==> src/rtl/rover_path_planner.sv <==
// ---------------------------------------------------------------------------
// rover_path_planner
//
// Sequences a rover toward a target location. Each pass makes a short probe
// move to learn the current heading, then asks an external math helper for
// the heading/distance to the target and issues a path move. After each path
// move the remaining distance is rechecked. The run ends with reached_target
// (inside ARRIVE_TOL), or missed_target (attempt budget spent or a wait timed
// out). Locations are packed as {theta, r}.
//
// Ports
//   clock, reset          system clock, synchronous active-high reset
//   start                 begin a run (taken in IDLE only)
//   abort                 cancel the run, return to IDLE, flags untouched
//   enable                one-cycle strobe: rover_location is fresh
//   rover_location        latest rover position {theta, r}
//   target_location       destination {theta, r}
//   math_start/math_mode  helper request pulse; mode 0 orientation, 1 path
//   math_a/math_b         helper operands, held until the helper answers
//   math_done             helper result strobe
//   math_orientation      helper heading/turn result
//   math_distance         helper distance result
//   move_command          {turn, distance} for the drive system
//   move_ready            one-cycle pulse, move_command valid
//   orientation           latest measured heading
//   orientation_done      heading valid for this run
//   reached_target        run ended within ARRIVE_TOL of the target
//   missed_target         run ended without reaching the target
//   busy                  state != IDLE
//   state                 current state code, for debug
//
// state           | meaning
// ----------------+-----------------------------------------------------------
// IDLE         1  | waiting for start; flags from the last run held
// START_ORIENT 2  | issue the fixed probe move
// WAIT_ORIENT_LOC 3 | wait for the location after the probe move
// CALC_ORIENT  4  | wait for helper heading (origin -> current)
// CALC_PATH    5  | wait for helper path (current -> target)
// ISSUE_MOVE   6  | issue the latched path move, count the attempt
// WAIT_MOVE_LOC 7 | wait for the location after the path move
// CHECK        8  | wait for helper distance, decide reach/miss/re-orient
// DONE         9  | one cycle with final flags, then IDLE
// ---------------------------------------------------------------------------
module rover_path_planner #(
  parameter int R_WIDTH      = 8,
  parameter int THETA_WIDTH  = 4,
  parameter int ORIENT_WIDTH = 5,
  parameter int DIST_WIDTH   = 7,
  parameter int ORIENT_STEP  = 5,
  parameter int MAX_ATTEMPTS = 3,
  parameter int ARRIVE_TOL   = 3,
  parameter int LOC_TIMEOUT  = 1000
) (
  input  logic                                clock,
  input  logic                                reset,
  input  logic                                start,
  input  logic                                abort,
  input  logic                                enable,
  input  logic [R_WIDTH+THETA_WIDTH-1:0]      rover_location,
  input  logic [R_WIDTH+THETA_WIDTH-1:0]      target_location,
  output logic                                math_start,
  output logic                                math_mode,
  output logic [R_WIDTH+THETA_WIDTH-1:0]      math_a,
  output logic [R_WIDTH+THETA_WIDTH-1:0]      math_b,
  input  logic                                math_done,
  input  logic [ORIENT_WIDTH-1:0]             math_orientation,
  input  logic [DIST_WIDTH-1:0]               math_distance,
  output logic [ORIENT_WIDTH+DIST_WIDTH-1:0]  move_command,
  output logic                                move_ready,
  output logic [ORIENT_WIDTH-1:0]             orientation,
  output logic                                orientation_done,
  output logic                                reached_target,
  output logic                                missed_target,
  output logic                                busy,
  output logic [3:0]                          state
);

  localparam int LOC_W = R_WIDTH + THETA_WIDTH;
  localparam int CMD_W = ORIENT_WIDTH + DIST_WIDTH;
  localparam int ATT_W = $clog2(MAX_ATTEMPTS + 1);
  localparam int TMO_W = $clog2(LOC_TIMEOUT + 1);

  localparam logic [DIST_WIDTH-1:0] TOL       = DIST_WIDTH'(ARRIVE_TOL);
  localparam logic [ATT_W-1:0]      ATT_MAX   = ATT_W'(MAX_ATTEMPTS);
  localparam logic [TMO_W-1:0]      TMO_LOAD  = TMO_W'(LOC_TIMEOUT - 1);
  localparam logic [CMD_W-1:0]      PROBE_CMD = {{ORIENT_WIDTH{1'b0}}, DIST_WIDTH'(ORIENT_STEP)};

  typedef enum logic [3:0] {
    ST_IDLE            = 4'd1,
    ST_START_ORIENT    = 4'd2,
    ST_WAIT_ORIENT_LOC = 4'd3,
    ST_CALC_ORIENT     = 4'd4,
    ST_CALC_PATH       = 4'd5,
    ST_ISSUE_MOVE      = 4'd6,
    ST_WAIT_MOVE_LOC   = 4'd7,
    ST_CHECK           = 4'd8,
    ST_DONE            = 4'd9
  } state_t;

  state_t state_q, state_next;

  logic [LOC_W-1:0] origin_q;
  logic [LOC_W-1:0] current_q;
  logic [CMD_W-1:0] path_cmd_q;
  logic [ATT_W-1:0] att_cnt;
  logic [TMO_W-1:0] tmo_cnt;
  logic             tmo_hit;
  logic             near;

  logic act_accept;
  logic act_probe;
  logic act_launch_orient;
  logic act_orient_done;
  logic act_path_far;
  logic act_issue;
  logic act_launch_check;
  logic act_reorient;
  logic set_reached;
  logic set_missed;

  assign tmo_hit = (tmo_cnt == '0);
  assign near    = (math_distance <= TOL);
  assign busy    = (state_q != ST_IDLE);
  assign state   = state_q;

  always_ff @(posedge clock) begin
    if (reset) begin
      state_q <= ST_IDLE;
    end else begin
      state_q <= state_next;
    end
  end

  always_comb begin
    state_next        = state_q;
    act_accept        = 1'b0;
    act_probe         = 1'b0;
    act_launch_orient = 1'b0;
    act_orient_done   = 1'b0;
    act_path_far      = 1'b0;
    act_issue         = 1'b0;
    act_launch_check  = 1'b0;
    act_reorient      = 1'b0;
    set_reached       = 1'b0;
    set_missed        = 1'b0;

    case (state_q)
      ST_IDLE: begin
        if (start) begin
          state_next = ST_START_ORIENT;
          act_accept = 1'b1;
        end
      end
      ST_START_ORIENT: begin
        act_probe  = 1'b1;
        state_next = ST_WAIT_ORIENT_LOC;
      end
      ST_WAIT_ORIENT_LOC: begin
        if (enable) begin
          act_launch_orient = 1'b1;
          state_next        = ST_CALC_ORIENT;
        end else if (tmo_hit) begin
          set_missed = 1'b1;
          state_next = ST_DONE;
        end
      end
      ST_CALC_ORIENT: begin
        if (math_done) begin
          act_orient_done = 1'b1;
          state_next      = ST_CALC_PATH;
        end else if (tmo_hit) begin
          set_missed = 1'b1;
          state_next = ST_DONE;
        end
      end
      ST_CALC_PATH: begin
        if (math_done) begin
          if (near) begin
            set_reached = 1'b1;
            state_next  = ST_DONE;
          end else begin
            act_path_far = 1'b1;
            state_next   = ST_ISSUE_MOVE;
          end
        end else if (tmo_hit) begin
          set_missed = 1'b1;
          state_next = ST_DONE;
        end
      end
      ST_ISSUE_MOVE: begin
        act_issue  = 1'b1;
        state_next = ST_WAIT_MOVE_LOC;
      end
      ST_WAIT_MOVE_LOC: begin
        if (enable) begin
          act_launch_check = 1'b1;
          state_next       = ST_CHECK;
        end else if (tmo_hit) begin
          set_missed = 1'b1;
          state_next = ST_DONE;
        end
      end
      ST_CHECK: begin
        if (math_done) begin
          if (near) begin
            set_reached = 1'b1;
            state_next  = ST_DONE;
          end else if (att_cnt == ATT_MAX) begin
            set_missed = 1'b1;
            state_next = ST_DONE;
          end else begin
            act_reorient = 1'b1;
            state_next   = ST_START_ORIENT;
          end
        end else if (tmo_hit) begin
          set_missed = 1'b1;
          state_next = ST_DONE;
        end
      end
      ST_DONE: begin
        state_next = ST_IDLE;
      end
      default: begin
        state_next = ST_IDLE;
      end
    endcase

    // Abort wins over every strobe; it also blocks a start arriving with it.
    if (abort) begin
      state_next        = ST_IDLE;
      act_accept        = 1'b0;
      act_probe         = 1'b0;
      act_launch_orient = 1'b0;
      act_orient_done   = 1'b0;
      act_path_far      = 1'b0;
      act_issue         = 1'b0;
      act_launch_check  = 1'b0;
      act_reorient      = 1'b0;
      set_reached       = 1'b0;
      set_missed        = 1'b0;
    end
  end

  always_ff @(posedge clock) begin
    if (reset) begin
      move_command     <= '0;
      move_ready       <= 1'b0;
      orientation      <= '0;
      orientation_done <= 1'b0;
      reached_target   <= 1'b0;
      missed_target    <= 1'b0;
      math_start       <= 1'b0;
      math_mode        <= 1'b0;
      math_a           <= '0;
      math_b           <= '0;
      origin_q         <= '0;
      current_q        <= '0;
      path_cmd_q       <= '0;
      att_cnt          <= '0;
      tmo_cnt          <= '0;
    end else begin
      move_ready <= 1'b0;
      math_start <= 1'b0;

      // Down-counter reloads on every state change, so each wait state
      // gets exactly LOC_TIMEOUT cycles before tmo_hit forces DONE.
      if (state_next != state_q) begin
        tmo_cnt <= TMO_LOAD;
      end else if (!tmo_hit) begin
        tmo_cnt <= tmo_cnt - TMO_W'(1);
      end

      if (act_accept) begin
        orientation_done <= 1'b0;
        reached_target   <= 1'b0;
        missed_target    <= 1'b0;
        att_cnt          <= '0;
      end

      if (act_probe) begin
        // On re-orientation passes origin already holds the last confirmed
        // location from CHECK; only the first pass samples the live input.
        if (att_cnt == '0) begin
          origin_q <= rover_location;
        end
        move_command <= PROBE_CMD;
        move_ready   <= 1'b1;
      end

      if (act_launch_orient) begin
        current_q  <= rover_location;
        math_start <= 1'b1;
        math_mode  <= 1'b0;
        math_a     <= origin_q;
        math_b     <= rover_location;
      end

      if (act_orient_done) begin
        orientation      <= math_orientation;
        orientation_done <= 1'b1;
        math_start       <= 1'b1;
        math_mode        <= 1'b1;
        math_a           <= current_q;
        math_b           <= target_location;
      end

      if (act_path_far) begin
        path_cmd_q <= {math_orientation, math_distance};
      end

      if (act_issue) begin
        move_command <= path_cmd_q;
        move_ready   <= 1'b1;
        att_cnt      <= att_cnt + ATT_W'(1);
      end

      if (act_launch_check) begin
        current_q  <= rover_location;
        math_start <= 1'b1;
        math_mode  <= 1'b1;
        math_a     <= rover_location;
        math_b     <= target_location;
      end

      if (act_reorient) begin
        origin_q <= current_q;
      end

      if (set_reached) begin
        reached_target <= 1'b1;
      end

      if (set_missed) begin
        missed_target <= 1'b1;
      end
    end
  end

endmodule

==> config.mk <==
export PLATFORM = sky130hd
export DESIGN_NAME = rover_path_planner
export DESIGN_NICKNAME = d
export VERILOG_FILES = /design/src/rtl/rover_path_planner.sv
export SDC_FILE = /design/constraint.sdc
export NUM_CORES = 1
export LEC_CHECK = 0
export ABC_CLOCK_PERIOD_IN_PS = 2000
export CORE_MARGIN = 3
export CORE_UTILIZATION = 35
export DETAILED_ROUTE_END_ITERATION = 8
export DONT_BUFFER_PORTS = 1
export GPL_TIMING_DRIVEN = 0
export PLACE_DENSITY = 0.49
export SKIP_LAST_GASP = 1
export SYNTH_ARGS = -nofsm -noshare
export SYNTH_HDL_FRONTEND = slang
export SYNTH_SLANG_ARGS = --single-unit
==> constraint.sdc <==
create_clock -name clock -period 2 [get_ports clock]
set_clock_uncertainty 0.1 [all_clocks]
set_input_delay 0.1 -clock clock [delete_from_list [all_inputs] [get_ports clock]]
set_output_delay 0.1 -clock clock [all_outputs]
set_load 0.02 [all_outputs]
# Word level (Yosys, flattened, before mapping)
# Index checks and enable logic that the tools add are counted.
[op_classes] n_addsub=2 magnitude_cmp=1 n_eq_ne=12 muxes=76 reduce_logical=16
[ops] cell="two-way mux 12 bit" n=12
[ops] cell="two-way mux 1 bit" n=47
[ops] cell="two-way mux 4 bit" n=11
[ops] cell="case mux 4 bit (8 select lines)" n=1
[ops] cell="two-way mux 10 bit" n=2
[ops] cell="== test 4 x 3 -> 1 bit, second input constant" n=4
[ops] cell="nonzero test 2 bit" n=8
[ops] cell="zero test 10 bit" n=1
[ops] cell="subtractor 10 x 1 -> 10 bit, second input constant" n=1
[ops] cell="== test 4 x 2 -> 1 bit, second input constant" n=2
[ops] cell="OR reduction 2 bit" n=4
[ops] cell="less-or-equal comparator 7 x 2 -> 1 bit, second input constant" n=1
[ops] cell="== test 4 x 1 -> 1 bit, second input constant" n=1
[ops] cell="== test 4 bit, second input constant" n=1
[ops] cell="two-way mux 2 bit" n=2
[ops] cell="!= test 4 x 1 -> 1 bit, second input constant" n=1
[ops] cell="!= test 4 bit" n=1
[ops] cell="case mux 1 bit (3 select lines)" n=1
[ops] cell="nonzero test 3 bit" n=1
[ops] cell="adder 2 x 1 -> 2 bit, second input constant" n=1
[ops] cell="== test 2 bit, second input constant" n=1
[ops] cell="zero test 2 bit" n=1
[ops] cell="!= test 2 x 1 -> 1 bit, second input constant" n=1
[ops] cell="AND reduction 2 bit" n=1
[word_totals] regBits=99 input_bits=42 out_inout_bits=52 elab_cells=124

# Depth between registers and ports, before layout
# Gate-level depths: netlist of the first run.
[depth] depth_word=8 depth_mapped=9 mapped_depth_nobuf=8

# Worst setup path after synthesis of the first run
# OpenSTA, ideal clock, no wires.
[synth_path] path_type="reg2reg" startpoint="register state_q[3], in the netlist state[3]" endpoint="register tmo_cnt[0]" setup_time_ps=151 t_arrival_ps=2109 required_time_ps=1749 slack_ps=-360 path_stages_with_launch=8 n_path_buf=1 period_less_slack_ps=2360 cell_sequence="dfxtp_1 > buf_2 > or3b_1 > o21ai_0 > a31oi_4 > a21boi_1 > o21ai_1 > a41oi_1"
[synth_via] elab_chain_cells=6 word_cells_on_any_way=20 classes_between="eq/ne: 10; mux: 10"
[synth_lines] item="start: declaration" line_no="100" rtl="state_t state_q, state_next;"
[synth_lines] item="start signal: assignment" line_no="130" rtl="state_q <= state_next;"
[synth_lines] item="two-way mux 4 bit"
[synth_lines] item="two-way mux 4 bit (on tied branches)"
[synth_lines] item="case mux 4 bit (8 select lines)" line_no="147" rtl="case (state_q)"
[synth_lines] item="two-way mux 4 bit" line_no="229" rtl="if (abort) begin"
[synth_lines] item="!= test 4 bit *" line_no="267" rtl="if (state_next != state_q) begin"
[synth_lines] item="!= test 2 x 1 -> 1 bit (no source line) or two-way mux 10 bit (tied branches)"
[synth_lines] item="end signal: assignment" line_no="270" rtl="tmo_cnt <= tmo_cnt - TMO_W'(1);"
[synth_lines] item="end: declaration" line_no="106" rtl="logic [TMO_W-1:0] tmo_cnt;"
# Mark *: on every way between the ends. The rest lies on a longest branch, timed or not.
# A chain may end at the register's enable or synchronous reset.

# Worst setup path in the final report of the first run
[layout_path] startpoint="register state_q[0], in the netlist state[0]" endpoint="register tmo_cnt[0]"
# The elaborated chain is that of the path after synthesis.

==> results of run 1 <==
==> stage by stage <==
step / cell area (um2) / std cells / hold WS (ns) / worst slack, ns
floorplan: 4720 / 552 / 0.136 / -0.167
global placement: 4940 / 724 / 0.141 / -0.609
detailed placement: 4940 / 724 / 0.142 / -0.666
CTS: 6120 / 798 / 0.00190 / -0.364
global route: 6210 / 802 / 0.0163 / -0.454
finish: 6210 / 802 / 0.00570 / -0.384
==> power breakdown <==
group,switching [W],internal [W]
sequential,0.0000596,0.00201
clock,0.000762,0.00100
combinational,0.000296,0.000253
total,0.00112,0.00327
==> critical path, stage by stage (launching register included) <==
cell	delay, ns
dfxtp_4	0.38
buf_8	0.14
or4b_4	0.52
o211a_4	0.18
a211oi_2	0.16
o22ai_2	0.15
a311oi_4	0.32
buf_12	0.17
a41oi_1	0.12
==> path summary, 6_finish.rpt <==
kind / startpoint / endpoint / slack [ns]
setup / recovery: state[0] / tmo_cnt[0] / -0.38
hold / removal: rover_location[3] / math_a[3] / 0.006
hold reg to reg: path_cmd_q[11] / move_command[11] / 0.37
setup reg to reg: state[0] / tmo_cnt[0] / -0.38
==> logic make-up (layout without fill, tap and decap cells) <==
family,Yosys count,in the layout,share of synthesized area (%)
AO/OA/AOI/OAI,135,135,20.2
XOR/XNOR,2,2,0.378
adder cells (fa/ha/maj),3,3,0.811
buffers and inverters,50,128,4.46
flip-flops,99,99,42.8
multiplexers,42,42,9.41
AND/OR/NAND/NOR,221,221,21.9
==> repair_timing <==
action / in CTS / in global routing
buffers inserted: 21 / 4
endpoints found under the setup margin: 92 / 90
resized for setup: 75 / 26
hold buffers: 38 / 0
hold endpoints to repair: 67 / 0
gates cloned: 2 / 0
pin swaps: 9 / 17
==> registers in the layout (all words and copies together), names as in the netlist, 5 cells and up <==
name,count
move_command,12
tmo_cnt,10
orientation,5
path_cmd_q,12
math_a,12
current_q,12
math_b,12
origin_q,12
==> routing by layer <==
metal	track usage, %	wire length [um]	up-vias
li1	-	-	2121
met2	29.5	6230	142
met1	27.2	6520	1988
met5	0	0	-
met3	4.52	1090	14
met4	6.23	200	0
==> cell usage in the layout, fill, tap and decap left out, drive strengths merged, types with 3 or more instances in the layout <==
master	count
nand2	94
dfxtp	99
dlygate4sd3	38
a41oi	9
a22o	12
nor4b	3
ha	3
o21ai	24
nand3	19
or3	5
and2	3
clkbuf	35
a21oi	38
buf	41
nor4	4
nor3	16
o211ai	4
inv	11
nand2b	6
mux2i	40
nor2	56
a211oi	15
a31oi	14
==> area by class of cell <==
type                       instances  area, um2  area share [%]
buffer                            39        313            5.03
clock buffer                      10        239            3.85
clock inverter                     5       60.1           0.966
inverter                           9       33.8           0.544
multi-input combinational        403       2700            43.5
sequential                        99       2000            32.2
tap                              172        215            3.46
timing repair buffer              65        653            10.5
==> results.toml, run 1 <==
[synthesis]
synth_top_area_share_pct = 42.8
synth-seq-area-share_pct = 42.8
ys_types = 58
yosysWarnings = 0
synth.largest_area_cell = "dfxtp_1"
synth-async-reset-ratio_pct = 0
synthesis.area_mm2 = 0.00463
post-synth-top-count-cell = "dfxtp_1"
synth_area_leaders = "dfxtp_1 43%, mux2i_1 8.4%, nand2_1 7.5%"
syn_avg_cell_area_um2 = 8.39
synth_enable_flop_cells = 0
ys_seq_elements = 99
synth_nets = 597
yosys-top-cells-count = "99 x dfxtp_1, 93 x nand2_1, 56 x nor2_1, 39 x mux2i_1, 38 x a21oi_1"
synth_flop_cell = "dfxtp_1"
netlist_instances = 552

[global_routing]
grt_pass1_vias = 4234
antenna_found_initial = 0
grtUsageTotal_pct = 19.4
grt_pass1_wl_um = 22600
grt_overflow = 0
grt_max_degree = 17

[flow_run]
maxCapViolCount = 0

[final_layout]
fillCellCount = 1241
final_util_pct = 48.7
antenna_cells = 0
fin_nets = 671
layout-drive-gt1-share_pct = 19.4
area_growth_pct = 34.2

[sta]
fin_crit_sh_pct = 119
relSlewSlack_pct = 55.8
finalSetupViolations = 55
worst_pin_slew_ns = 0.662
rsz0062_at_grt = "yes"
final_max_slew_viol_count = 0
report.final.hold_viol_count = 0
setup_ws_ns = -0.384
fmax_ghz = 0.419
finalSetupTns_ns = -9.54
fin_crit_ns = 2.38

[place]
port_buffers = 0
place_congestion = 0.890
hpwl_um = 9530

[worst_setup_path]
critPathKind = "reg -> reg"
critPathMaxFanout = 10
reg2reg_depth = 8
worstSetupStartpointType = "flip-flop"
required_ns = 2.09
arrival_ns = 2.47
cp-end-kind = "flip-flop"

[clocking]
path_clk_slew_ns = 0.06
cts.path.max_buffers = 2
cts_sinks = 99
cts_tree = "built"
clock-root-buffer = "clkbuf_16"
worstSkewPairLatency_ns = 0.34
htree_num_levels = 3
cts_made_buffers = 9

[route]
drtPass1Iterations = 4
totalWireLength_um = 14000
detail_route.wl_per_cell_um = 17.5
drtIter0Drc = 213
routed_via_density = 5.32
vias = 4265
ant_nets = 0
drcViolationCount = 0

[power_and_ir_drop]
p_leak_nw = 2.35
vdd_drop_max_mv = 0.352
power_w = 0.00438
power_density_mw_per_mm2 = 705

[floorplanning]
die_w_um = 121
core_area_mm2 = 0.0128
rows = 41
initial_utilization_pct = 36.2
die_area_mm2 = 0.0146
ios = 94
chipHeight_um = 121

[run_status]
violations = "negative setup slack"
status = "complete, but fails checks"

[hold_path]
hold_path.class = "in -> reg"
hold_path_depth = 3
Power figures use the tool's default switching activity.
==> run 2, diff against run 1 <==
--- a/config.mk
+++ b/config.mk
@@ -8,6 +8,7 @@
 export ABC_CLOCK_PERIOD_IN_PS = 2000
 export CORE_MARGIN = 3
 export CORE_UTILIZATION = 35
+export CTS_BUF_LIST = sky130_fd_sc_hd__clkbuf_16
 export DETAILED_ROUTE_END_ITERATION = 8
 export DONT_BUFFER_PORTS = 1
 export GPL_TIMING_DRIVEN = 0
==> constraint.sdc (replaced) <==
create_clock -name clock -period 2 [get_ports clock]
set_clock_uncertainty 0.1 [all_clocks]
set_input_delay 0.1 -clock clock [delete_from_list [all_inputs] [get_ports clock]]
set_output_delay 0.1 -clock clock [all_outputs]
set_load 0.01 [all_outputs]
==> run 2 against run 1 <==
The run still ends with negative setup slack left. Critical path depth unchanged. Core utilization increased by 2.3 points. Global-route usage shrank 0.17 points. Wire length increased by 3.4%. Hold slack better by 0.048 ns. Critical path type unchanged. Largest power group unchanged. Highest routed layer unchanged.
==> results.toml, run 2 (synthesis results as in run 1) <==
[floorplanning]
die_area_mm2 = 0.0146
initial_utilization_pct = 36.2
core_area_mm2 = 0.0128
chipHeight_um = 121
ios = 94
die_w_um = 121
rows = 41

[power_and_ir_drop]
p_seq_share_pct = 47.3
sw_frac_of_total_pct = 25.8
combPwrFrac_pct = 13.2
power.switching_w = 0.00113
power_density_mw_per_mm2 = 671
p_int_w = 0.00324
clkPwrFrac_pct = 39.5
p_leak_nw = 2.49
power_w = 0.00437
vdd_drop_max_mv = 0.400

[worst_setup_path]
arrival_ns = 2.53
required_ns = 2.15
max_stage_delay_ns = 0.51
cp-end-kind = "flip-flop"
critPathMaxFanout = 10
worstSetupStartpointType = "flip-flop"
crit_slowest_cell = "or4b_4"
critPathKind = "reg -> reg"
crit_chain = "buf_8 > or4b_4 > o211a_4 > a2111o_1 > o311ai_4 > a311oi_4 > buf_12 > a41oi_1"

[global_routing]
grt_pass1_wl_um = 22400
grt_util_met3_pct = 4.52
grtUsageTotal_pct = 19.3
antenna_found_initial = 0
grt_overflow = 0
grt_pass1_vias = 4285
grt.met1_usage_pct = 25.9
grt_max_degree = 17
use_met2_pct = 30.4
grt-busiest-layer = "met2"

[clocking]
worstSkewPairLatency_ns = 0.34
clock-root-buffer = "clkbuf_16"
htree_num_levels = 3
cts_sinks = 99
path_clk_slew_ns = 0.07
cts_made_buffers = 9
cts.path.max_buffers = 2
cts_tree = "built"

[final_layout]
final_common_cell = "dfxtp_1"
fin_nets = 678
antenna_cells = 0
final_util_pct = 51.0
area_growth_pct = 40.7
layout-drive-gt1-share_pct = 23.5
fin_cells = 810
layout_common_cells = "93 x dfxtp_1, 77 x nand2_1, 55 x nor2_1, 38 x dlygate4sd3_1, 37 x mux2i_1"

[sta]
worst_pin_slew_ns = 0.651
final_max_slew_viol_count = 0
fmax_ghz = 0.421
hold_ws_ns = 0.0532
relSlewSlack_pct = 56.6
rsz0062_at_grt = "yes"
fin_crit_ns = 2.37
fin_crit_sh_pct = 119
report.final.hold_viol_count = 0
finalSetupViolations = 65
setup_ws_ns = -0.373

[route]
drtPass1Iterations = 5
detail_route.wl_per_cell_um = 17.9
drtIter0Drc = 214
vias = 4410
totalWireLength_um = 14500
routed_via_density = 5.44
ant_nets = 0
drcViolationCount = 0

[hold_path]
hold_path.class = "in -> reg"

[place]
hpwl_um = 9780
dp.cells = 724
pre_cts_slack_ns = -0.616
place_congestion = 0.871
port_buffers = 0

[flow_run]
maxCapViolCount = 0

[run_status]
violations = "negative setup slack"
status = "complete, but fails checks"
==> run 2: changes by cell type in the layout (fill, tap and decap cells not counted), moves of 2 or more <==
cell / before / now
buf_6: 8 / 19
buf_4: 20 / 16
nand2_1: 91 / 77
buf_8: 1 / 4
clkbuf_8: 3 / 0
clkinv_1: 0 / 2
buf_2: 5 / 7
nand2_2: 2 / 8
clkbuf_2: 6 / 4
a31oi_1: 11 / 6
a31oi_4: 1 / 7
nand2_4: 0 / 8
==> run 2: layout make-up <==
type,count,area (um2)
flip-flops and latches,99,2000
multi-input cells,403,2910
well taps,172,215
plain buffers,38,285
clock inverters,7,66.3
repair buffers,73,772
inverters,9,36.3
fillers,1178,6260
clock buffers,9,225
==> run 2: power by group through the flow <==
stage	sequential (W)	clock (W)	combinational [W]
after detailed placement	0.00211	0	0.000376
after floorplan	0.00209	0	0.000299
final	0.00207	0.00173	0.000576
after global routing	0.00207	0.00186	0.000626
after global placement	0.00211	0	0.000369
after CTS	0.00206	0.00179	0.000520
==> run 2: final timing paths <==
| path | depth (start not counted) | slack, ns | end | startpoint |
|---|---|---|---|---|
| min reg2reg | 2 | 0.37 | move_command[7] | path_cmd_q[7] |
| min | 3 | 0.05 | state[3] | enable |
| max | 8 | -0.37 | tmo_cnt[2] | state[0] |
| max reg2reg | 8 | -0.37 | tmo_cnt[2] | state[0] |
==> run 2: stage by stage <==
stage,TNS [ns],instance area [um2]
after global routing,-14.72,6510
final,-9.92,6510
after floorplan,-1.65,4720
after CTS,-6.87,5990
after detailed placement,-27.65,4940
after global placement,-27.41,4940
==> run 2: layer usage <==
metal	vias to the layer above	share of wire (%)
li1	2147	-
met1	2116	46
met2	128	46
met3	19	6.4
met4	0	1.7
met5	-	0
==> run 2: critical path: cells and delay by family (launching register included) <==
kind	cells	cell delay [ns]
DFF	1	0.37
and+or+nand+nor	1	0.51
AOI/OAI and AO/OA	5	1.00
buffers and inverters	2	0.29
==> run 2: what timing repair did <==
action,4_1_cts,5_1_grt
pin swaps,7,42
endpoints found under the setup margin,93,87
buffers inserted,15,16
cloned,1,3
resized for setup,58,107
hold endpoints to repair,66,0
hold buffers,38,0
==> run 3, diff against run 2 <==
--- a/config.mk
+++ b/config.mk
@@ -13,6 +13,7 @@
 export DONT_BUFFER_PORTS = 1
 export GPL_TIMING_DRIVEN = 0
 export PLACE_DENSITY = 0.49
+export REMOVE_ABC_BUFFERS = 1
 export SKIP_LAST_GASP = 1
 export SYNTH_ARGS = -nofsm -noshare
 export SYNTH_HDL_FRONTEND = slang
==> run 3 against run 2 <==
The flow finishes with violations (negative hold slack, negative setup slack). Wire length decreased by 4.6%. First-iteration DRC count is 12% lower. Sequential power hardly changed. Count of clock-buffer cells in the layout did not move. Core utilization down 5.4 points. Power increased by 0.55%. Clock power up 6%. Setup slack better by 0.068 ns. Cell count decreased by 6.2%. Global-route usage decreased by 0.57 points. Non-clock buffer count is 51 lower. Fmax rose by 2.9%. Critical path type unchanged.
==> results.toml, run 3 (synthesis results as in run 1) <==
[run_status]
status = "complete, but fails checks"
violations = "negative hold slack, negative setup slack"

[floorplanning]
ios = 94
core_area_mm2 = 0.0128
initial_utilization_pct = 36.2
chipHeight_um = 121
rows = 41
die_area_mm2 = 0.0146
die_w_um = 121

[power_and_ir_drop]
vdd_drop_max_mv = 0.389
power_density_mw_per_mm2 = 755
power_w = 0.00440
p_leak_nw = 2.13

[sta]
setup_ws_ns = -0.306
fin_crit_sh_pct = 115
hold_ws_ns = -0.0129
fmax_ghz = 0.434
final_max_slew_viol_count = 0
relSlewSlack_pct = 44.1
fin_crit_ns = 2.31
worst_pin_slew_ns = 0.834
report.final.hold_viol_count = 6
finalSetupTns_ns = -10.35
rsz0062_at_grt = "yes"
finalSetupViolations = 48

[worst_setup_path]
cp-end-kind = "flip-flop"
arrival_ns = 2.45
critPathMaxFanout = 10
max_stage_delay_ns = 0.57
reg2reg_depth = 7
crit_slowest_cell = "or4b_4"
critPathKind = "reg -> reg"
required_ns = 2.15
r2r-start = "state[2]"
crit_chain = "or4b_4 > o211a_2 > a2111o_1 > o311ai_2 > a311oi_4 > buf_12 > and4_1"
worstSetupStartpointType = "flip-flop"
regToRegSetupSlack_ns = -0.31
r2r-end = "tmo_cnt[4]"

[global_routing]
grt_pass1_wl_um = 21500
grt_pass1_vias = 3964
use_met2_pct = 30.5
grt-busiest-layer = "met2"
antenna_found_initial = 0
grt_overflow = 0
grt.met1_usage_pct = 23.5
grt_util_met3_pct = 6.11
grt_max_degree = 75
grtUsageTotal_pct = 18.7

[clocking]
path_clk_slew_ns = 0.07
htree_num_levels = 3
worstSkewPairLatency_ns = 0.35
clock-root-buffer = "clkbuf_16"
cts_tree = "built"
cts_made_buffers = 9
cts_sinks = 99
cts.path.max_buffers = 2

[place]
hpwl_um = 7840
port_buffers = 0
place_congestion = 0.855
placed_area_mm2 = 0.00473

[hold_path]
hold_path_depth = 2
hold_end = "path_cmd_q[3]"
hold_path.class = "in -> reg"
hold_path_startpoint = "reset"

[final_layout]
final_cell_area_mm2 = 0.00582
layout-drive-gt1-share_pct = 14.3
antenna_cells = 0
area_growth_pct = 25.7
fillCellCount = 1238
multiInputGateArea_mm2 = 0.00267
final_common_cell = "dfxtp_1"
layout.area.seq_mm2 = 0.00200
fin_nets = 630
layout_common_cells = "93 x dfxtp_1, 91 x nand2_1, 55 x nor2_1, 39 x mux2i_1, 38 x dlygate4sd3_1"

[route]
drtPass1Iterations = 4
drcViolationCount = 0
vias = 4166
drtIter0Drc = 189
routed_via_density = 5.48
detail_route.wl_per_cell_um = 18.2
totalWireLength_um = 13900
ant_nets = 0

[flow_run]
maxCapViolCount = 0
==> run 3: changes by cell type in the layout (fill, tap and decap cells not counted), sizes merged, moves of 2 or more <==
| cell | previous run | this run |
|---|---|---|
| buf | 52 | 22 |
| clkbuf | 30 | 9 |
| clkinvlp | 1 | 3 |
| inv | 12 | 8 |
==> run 3: repair_timing <==
action | CTS | global route
pin swaps | 5 | 5
gates cloned | 2 | 1
resized for setup | 44 | 5
hold buffers | 39 | 0
hold endpoints to repair | 98 | 0
endpoints found under the setup margin | 100 | 69
setup buffers | 13 | 5
==> run 3: per-stage QoR <==
stage	util (%)	instances	worst slack [ns]
2_1_floorplan	-	511	-1.20
3_3_place_gp	36.6	683	-3.03
3_5_place_dp	37.0	686	-1.79
4_1_cts	45.0	754	-0.293
5_1_grt	45.6	760	-0.428
6_report	45.6	760	-0.306
==> run 3: layout make-up <==
| class | instances | area share [%] |
|---|---|---|
| Multi-Input combinational cell | 406 | 45.8 |
| Inverter | 9 | 0.645 |
| Tap cell | 172 | 3.70 |
| Sequential cell | 99 | 34.4 |
| Clock inverter | 5 | 1.38 |
| Timing Repair Buffer | 60 | 10.3 |
| Clock buffer | 9 | 3.87 |
==> run 3: worst max-delay path: cells and delay by family, from the launching register on <==
kind,cells,cell delay (ns)
AO/OA/AOI/OAI,4,0.82
AND/OR/NAND/NOR,2,0.71
buffers and inverters,1,0.16
flip-flops,1,0.40
==> run 3: power by group <==
part / switching (W) / internal, W / leakage, nW
sequential: 0.0000604 / 0.00201 / 0.803
clock: 0.000761 / 0.00108 / 0.143
combinational: 0.000259 / 0.000227 / 1.19
total: 0.00108 / 0.00332 / 2.13
==> run 3: worst max-delay path by stage <==
stage | end | slack [ns] | from | depth (start not counted)
floorplan | math_b[0] | -1.20 | state[1] | 6
detailed placement | math_a[11] | -1.79 | state[2] | 6
global route | tmo_cnt[9] | -0.43 | state[0] | 8
global placement | math_b[10] | -3.03 | state[1] | 6
CTS | tmo_cnt[7] | -0.29 | state[2] | 7
finish | tmo_cnt[4] | -0.31 | state[2] | 7
==> run 3: routing by layer <==
layer,wire [um],part of all wire [%],up-vias
met5,0,0,-
met4,173,1.2,0
met3,956,6.9,13
met2,6540,47,117
met1,6190,45,1992
li1,-,-,2044
